$ cat src/rtl/serial_packet_receiver.sv
// serial_packet_receiver: hunts for a syncword after a start pulse, then shifts in a
// DATA_BITS payload (first bit ends in the MSB) plus an optional even-parity bit.
// Latency: receive_done rises DATA_BITS+PARITY_EN edges after the edge that samples the last sync bit.
// Backpressure: none; one bit per clk. The result is held until receive_start, game_active low or reset.
//
// Ports:
//   clk, rst_l          clock and synchronous active-low reset
//   receive_start       1-cycle pulse: clear results and start hunting (ignored while game_active=0)
//   game_active         low = abort to IDLE, drop receive_done, hold other results
//   serial_in           synchronised serial bit, one per clk
//   data_out            received payload
//   receive_done        packet complete
//   parity_err          parity mismatch on the held packet (meaningful while receive_done=1)
//   timeout             sync hunt expired without a match
//   busy                high in HUNT, RECV and PAR
module serial_packet_receiver #(
   parameter int unsigned           SYNC_BITS      = 8,
   parameter logic [SYNC_BITS-1:0]  SYNCWORD       = 8'hA5,
   parameter int unsigned           DATA_BITS      = 32,
   parameter int unsigned           PARITY_EN      = 1,
   parameter int unsigned           TIMEOUT_CYCLES = 1024
) (
   input  logic                 clk,
   input  logic                 rst_l,
   input  logic                 receive_start,
   input  logic                 game_active,
   input  logic                 serial_in,
   output logic [DATA_BITS-1:0] data_out,
   output logic                 receive_done,
   output logic                 parity_err,
   output logic                 timeout,
   output logic                 busy
);

   localparam int BW = $clog2(DATA_BITS + 1);
   localparam int HW = (TIMEOUT_CYCLES == 0) ? 1 : $clog2(TIMEOUT_CYCLES + 1);
   // The oldest bit of the sync window is only needed for the compare, never
   // stored, so the history register holds SYNC_BITS-1 bits.
   localparam int SH = (SYNC_BITS > 1) ? SYNC_BITS - 1 : 1;

   localparam logic [BW-1:0] LAST_BIT = BW'(DATA_BITS - 1);
   localparam logic [BW-1:0] BIT_MAX  = BW'(DATA_BITS);
   // With the timeout disabled the hunt counter just saturates at all-ones.
   localparam logic [HW-1:0] HUNT_MAX = (TIMEOUT_CYCLES == 0) ? {HW{1'b1}} : HW'(TIMEOUT_CYCLES);

   typedef enum logic [2:0] {
      IDLE = 3'd0,
      HUNT = 3'd1,
      RECV = 3'd2,
      PAR  = 3'd3,
      DONE = 3'd4
   } state_t;

   state_t                 state;
   logic [SH-1:0]          sync_reg;
   logic [BW-1:0]          bit_cnt;
   logic [HW-1:0]          hunt_cnt;
   logic                   par_acc;

   logic [SYNC_BITS-1:0]   sync_shift;
   logic [DATA_BITS-1:0]   data_shift;
   logic                   sync_match;
   logic                   hunt_expire;

   generate
      if (SYNC_BITS > 1) begin : g_sync_wide
         assign sync_shift = {sync_reg, serial_in};
      end else begin : g_sync_one
         assign sync_shift = serial_in;
      end
      if (DATA_BITS > 1) begin : g_data_wide
         assign data_shift = {data_out[DATA_BITS-2:0], serial_in};
      end else begin : g_data_one
         assign data_shift = serial_in;
      end
   endgenerate

   // Compare the window including the bit arriving this cycle, so a match is
   // taken on the edge that samples the last sync bit.
   assign sync_match  = (sync_shift == SYNCWORD);
   // Expiry is flagged on the cycle whose increment would reach the limit.
   assign hunt_expire = (TIMEOUT_CYCLES != 0) && (hunt_cnt == HUNT_MAX - 1'b1);

   always_ff @(posedge clk) begin
      if (!rst_l) begin
         state        <= IDLE;
         data_out     <= '0;
         receive_done <= 1'b0;
         parity_err   <= 1'b0;
         timeout      <= 1'b0;
         busy         <= 1'b0;
         sync_reg     <= '0;
         bit_cnt      <= '0;
         hunt_cnt     <= '0;
         par_acc      <= 1'b0;
      end else if (!game_active) begin
         state        <= IDLE;
         busy         <= 1'b0;
         receive_done <= 1'b0;
      end else if (receive_start) begin
         state        <= HUNT;
         busy         <= 1'b1;
         data_out     <= '0;
         receive_done <= 1'b0;
         parity_err   <= 1'b0;
         timeout      <= 1'b0;
         sync_reg     <= '0;
         bit_cnt      <= '0;
         hunt_cnt     <= '0;
         par_acc      <= 1'b0;
      end else begin
         case (state)
            HUNT: begin
               // No clearing on mismatch: overlapping candidates stay in the window.
               sync_reg <= sync_shift[SH-1:0];
               if (hunt_cnt != HUNT_MAX) begin
                  hunt_cnt <= hunt_cnt + 1'b1;
               end
               if (sync_match) begin
                  state <= RECV;
               end else if (hunt_expire) begin
                  timeout <= 1'b1;
                  state   <= IDLE;
                  busy    <= 1'b0;
               end
            end
            RECV: begin
               data_out <= data_shift;
               par_acc  <= par_acc ^ serial_in;
               if (bit_cnt != BIT_MAX) begin
                  bit_cnt <= bit_cnt + 1'b1;
               end
               if (bit_cnt == LAST_BIT) begin
                  if (PARITY_EN != 0) begin
                     state <= PAR;
                  end else begin
                     state        <= DONE;
                     receive_done <= 1'b1;
                     busy         <= 1'b0;
                  end
               end
            end
            PAR: begin
               // Even parity: an odd count of ones over payload+parity is an error.
               parity_err   <= par_acc ^ serial_in;
               receive_done <= 1'b1;
               state        <= DONE;
               busy         <= 1'b0;
            end
            IDLE, DONE: begin
               // Results held; serial_in ignored.
            end
            default: begin
               state <= IDLE;
               busy  <= 1'b0;
            end
         endcase
      end
   end

endmodule

$ cat config.mk
export PLATFORM = sky130hd
export DESIGN_NAME = serial_packet_receiver
export DESIGN_NICKNAME = d
export VERILOG_FILES = /design/src/rtl/serial_packet_receiver.sv
export SDC_FILE = /design/constraint.sdc
export NUM_CORES = 1
export LEC_CHECK = 0
export ABC_AREA = 1
export CORE_MARGIN = 4
export CORE_UTILIZATION = 45
export DETAILED_ROUTE_END_ITERATION = 12
export HOLD_SLACK_MARGIN = 0.1
export PLACE_DENSITY = 0.68
export SLEW_MARGIN = 20
export SYNTH_ARGS = -nofsm -noshare
export SYNTH_HDL_FRONTEND = slang
export SYNTH_SLANG_ARGS = --single-unit
$ cat constraint.sdc
create_clock -name clk -period 2.4 [get_ports clk]
set_input_delay 0.24 -clock clk [delete_from_list [all_inputs] [get_ports clk]]
set_output_delay 0.24 -clock clk [all_outputs]
set_load 0.1 [all_outputs]
# After elaboration in Yosys (flattened, before gate mapping)
# Index checks and enable logic that the tools add are counted.
[word_totals]
n_memories = 0
elab_cells = 82
rom_bits = 0
ramBits = 0
latchBits = 0
register_bits = 64
[classes]
n_lt_le_gt_ge = 0
n_addsub = 2
bitwise = 4
mul = 0
div = 0
shifts = 0
n_eq_ne = 18
reduce_logical = 20
mux = 27
[ops]
columns = ["operator", "count"]
rows = [
  ["$mux 32", 2],
  ["$mux 11", 3],
  ["$mux 6", 3],
  ["$reduce_and 3->1", 5],
  ["$mux 7", 2],
  ["$mux 1", 12],
  ["$ne 3x3->1 const B", 4],
  ["$pmux 3 s4", 1],
  ["$reduce_bool 2->1", 6],
  ["$add 11x1->11 const B", 1],
  ["$eq 11x10->1 const B", 1],
  ["$ne 11x11->1 const B", 1],
  ["$mux 3", 3],
  ["$eq 8x8->1 const B", 1],
  ["$reduce_and 2->1", 4],
  ["$add 6x1->6 const B", 1],
  ["$eq 3x2->1 const B", 2],
  ["$eq 6x5->1 const B", 1],
  ["$ne 2x2->1 const B", 3],
  ["$ne 6x6->1 const B", 1],
  ["$reduce_or 3->1", 2],
  ["$ne 4x4->1 const B", 1],
  ["$reduce_and 4->1", 1],
  ["$eq 3x1->1 const B", 1],
  ["7 further kinds", 9],
]

# Depth between registers and ports, before layout
[depth]
word_depth = 5
depth_mapped = 11
ltp_nobuf = 11

# Worst setup path before layout
# Ideal clock, no wire load.
[synth_timing]
path_type = "flip-flop to flip-flop"
startpoint = "register hunt_cnt[0]"
endpoint = "register hunt_cnt[3]"
path_slack_ns = 1.078
required_time_ns = 2.330
setup_ns = 0.070
t_arrival_ns = 1.252
stages_incl_launch_ff = 10
path_cell_list = "dfxtp_1 -> inv_1 -> ha_1 -> nand2_1 -> nor2_1 -> nand3_2 -> nand2_1 -> buf_6 -> or2_1 -> a21oi_1"
[synth_via]
elab_chain_cells = 4
[synth_lines]
columns = ["element", "line", "text"]
rows = [
  ["start, declared", "57", "logic [HW-1:0] hunt_cnt;"],
  ["start signal, assigned", "117", "hunt_cnt <= hunt_cnt + 1'b1;"],
  ["$add 11x1->11", "117", ""],
  ["$mux 11", "116", "if (hunt_cnt != HUNT_MAX) begin"],
  ["$mux 11", "112", "case (state)"],
  ["$mux 11", "100", "end else if (receive_start) begin"],
]
# Parallel ways exist; a longest one is shown, timed or not. The select of a mux whose other input is x is not followed.
# A chain may end at the register's enable or synchronous reset.

# Final worst setup path
[layout_timing]
startpoint = "register hunt_cnt[0]"
endpoint = "register hunt_cnt[5]"
# The elaborated chain is that of the path after synthesis.

==> run metrics <==
setup ws final=633.5 ps; post-synth cell types=26; Post-Layout Cell Count=~500; CTS tree=built; die area=7521 um2; Cell Area, Synth=2789 um2; GR Util All Layers=a little under a fifth; pre-CTS setup slack=between 300 and 400 ps; critical path launch point type=flip-flop; Min-Delay Path Depth=2; # resized after CTS=0; f_max=~570 MHz; crit path capture type=flip-flop; Worst Hold Class=reg -> reg; NumNets Final=443; Num CTS Buffers=9; reg2reg setup slack=about 630 ps; Slew HR=between 60 and 70%; Wirelength per Cell=about 12 um; Max Cap Violations=0; Synth top area share=a little under half; Pleak=around 1.4 nW; Reg2Reg Depth=11; kind of critical path=reg -> reg; CP arrival=approximately 2000 ps; sequential fraction of the synthesis area=between 40% and 50%; Post-CTS Setup Repair Bufs=0; layout cells sized above 1=15.49%; area leader, netlist=dfxtp_1; Placer Congestion=0.8759; CTS clk-pin slew, worst paths=roughly 70 ps; Initial DRC Count=about 160; latest clock arrival within the worst-skew pair=340 ps; top cells by area, synth=dfxtp_1 46%, nand2_1 11%, a21oi_1 9.5%, nand3_1 9.0%, nor2_1 5.5%; max FFs per register=32; reg2reg end=hunt_cnt[5]$_SDFFE_PN0P_; H-tree Lvls=3; share of async-settable or async-resettable flops after synthesis=0%; count of pins over their slew limit=0; Gate Count Post-Synth=392; Clock Tree Buf Depth=2; worst hold margin=between 400 and 500 ps; skew final=approximately 5.4 ps; Yosys warnings=0; Pwr per Cell Area=about 700 nW/um2; via-per-instance ratio=between 5 and 6; maximum VDD drop=between 500 and 600 uV; Setup TNS Final=0 ps; # IOs=slightly above 40; period utilization=73.60%; Synth Flop Type=dfxtp_1; total congestion overflow=0; cts hold-fix bufs=0; Antenna diodes=0; DRT Pass-1 Iters=4; PortBufs=40; Detail Route Antenna Nets=0; EDFF count, synth=0; Final HPWL DP=around 4.4 mm; outcome=completed; hold-critical path endpoint=receive_done$_SDFFE_PP0N_; Area Growth Syn to Fin=21.62%; Site Rows=28; Worst Tran Pin Value=533.7 ps; syn_nets=approximately 400; Req. time, crit path=~2700 ps; top post-synthesis cells by count=84 x nand2_1, 64 x dfxtp_1, 53 x a21oi_1, 50 x nand3_1, 41 x nor2_1; Syn Area/Cell=between 7 and 8 um2; largest net degree at the start of global routing=34; Core Util, Final=56.95%; Tmin final=about 1800 ps; vias in the first global route=2425; crit-path max FO=11; final setup vio count=0; via count=roughly 2.7k; most frequent cell after synthesis=nand2_1; initial antenna violation count=0; Die Y=slightly below 90 um; drt drc=0; Die W=about 87 um; critical hold path startpoint=receive_done$_SDFFE_PP0N_; WL final=roughly 6.4 mm; clock root buffer=clkbuf_8; RSZ-0062 raised after global routing=false; Reg-to-Reg Start=hunt_cnt[0]$_SDFFE_PN0P_; #FFs+latches synth=64; Sink Count=64; Initial Util=approximately 47%; Hold Vio Cnt, Final=0; first-pass GRT wire length=roughly 11 mm; Placed Instances=between 400 and 500; core region area=5956 um2
-- layer usage --
layer  share of wire, %  GRT usage, %  vias to the layer above  wire [um]
li1                   -             -                     1360          -
met1                 50         24.28                     1222       3192
met2                 44         27.82                       53       2800
met3                4.1         4.087                       15        259
met4                2.2         8.640                        0        142
met5                  0             0                        -          0
-- where the power goes --
part	leakage (nW)	switching [W]	internal, W
logic	0.749	0.000129	0.0000477
clock network	0.105	0.000433	0.000616
registers	0.518	0.0000132	0.00108
total	1.37	0.000575	0.00174
-- worst max-delay path, cell delays in order, from the launching register on --
cell,delay (ps)
dfxtp_1,380
inv_1,80
ha_1,220
nand2_1,70
nor2_1,50
nand3_2,90
nand2_1,210
inv_1,270
nand2_1,100
nand2_1,70
nand2_1,50
nor2_1,110
-- kinds of logic after synthesis --
family          Yosys count  synth area share [%]
simple gates            190                 29.30
compound gates           74                 13.59
flops                    64                 45.94
buf+inv                  58                 8.748
fa+ha+maj                 4                 1.795
xor+xnor                  2                0.6282
-- worst max-delay path by stage --
stage | start | end | slack [ps] | depth (start not counted)
2_1_floorplan | hunt_cnt[0]$_SDFFE_PN0P_ | hunt_cnt[3]$_SDFFE_PN0P_ | 1080 | 9
3_3_place_gp | receive_start | data_out[7]$_SDFFE_PN0P_ | 430 | 8
5_1_grt | hunt_cnt[0]$_SDFFE_PN0P_ | hunt_cnt[5]$_SDFFE_PN0P_ | 460 | 11
6_report | hunt_cnt[0]$_SDFFE_PN0P_ | hunt_cnt[5]$_SDFFE_PN0P_ | 630 | 11
3_5_place_dp | receive_start | data_out[7]$_SDFFE_PN0P_ | 400 | 8
4_1_cts | hunt_cnt[0]$_SDFFE_PN0P_ | hunt_cnt[5]$_SDFFE_PN0P_ | 630 | 11
-- layout by cell type, fill, tap and decap left out, drive strengths merged --
master         count
a21oi             53
buf               44
bufinv             2
clkbuf            10
clkdlybuf4s50      4
clkinv             1
clkinvlp           3
dfxtp             64
ha                 4
inv               41
nand2             85
nand3             51
nand4              6
nor2              43
nor3               4
o211a              1
o21ai             20
or2                1
xnor2              1
xor2               1
-- layout make-up --
cell class | instances | area, um2
clock buffers | 10 | 137.6
inverters | 41 | 153.9
clock inverters | 6 | 91.34
fillers | 588 | 2564
flip-flops and latches | 64 | 1281
well taps | 75 | 93.84
repair buffers | 48 | 370.4
multi-input cells | 270 | 1264
-- through the flow --
stage,area [um2],power [W]
after floorplan,2789,0.001246
after detailed placement,3163,0.001293
final,3392,0.002317
after global placement,3163,0.001291
after global routing,3392,0.002419
after CTS,3392,0.002343
Power figures use the tool's default switching activity.
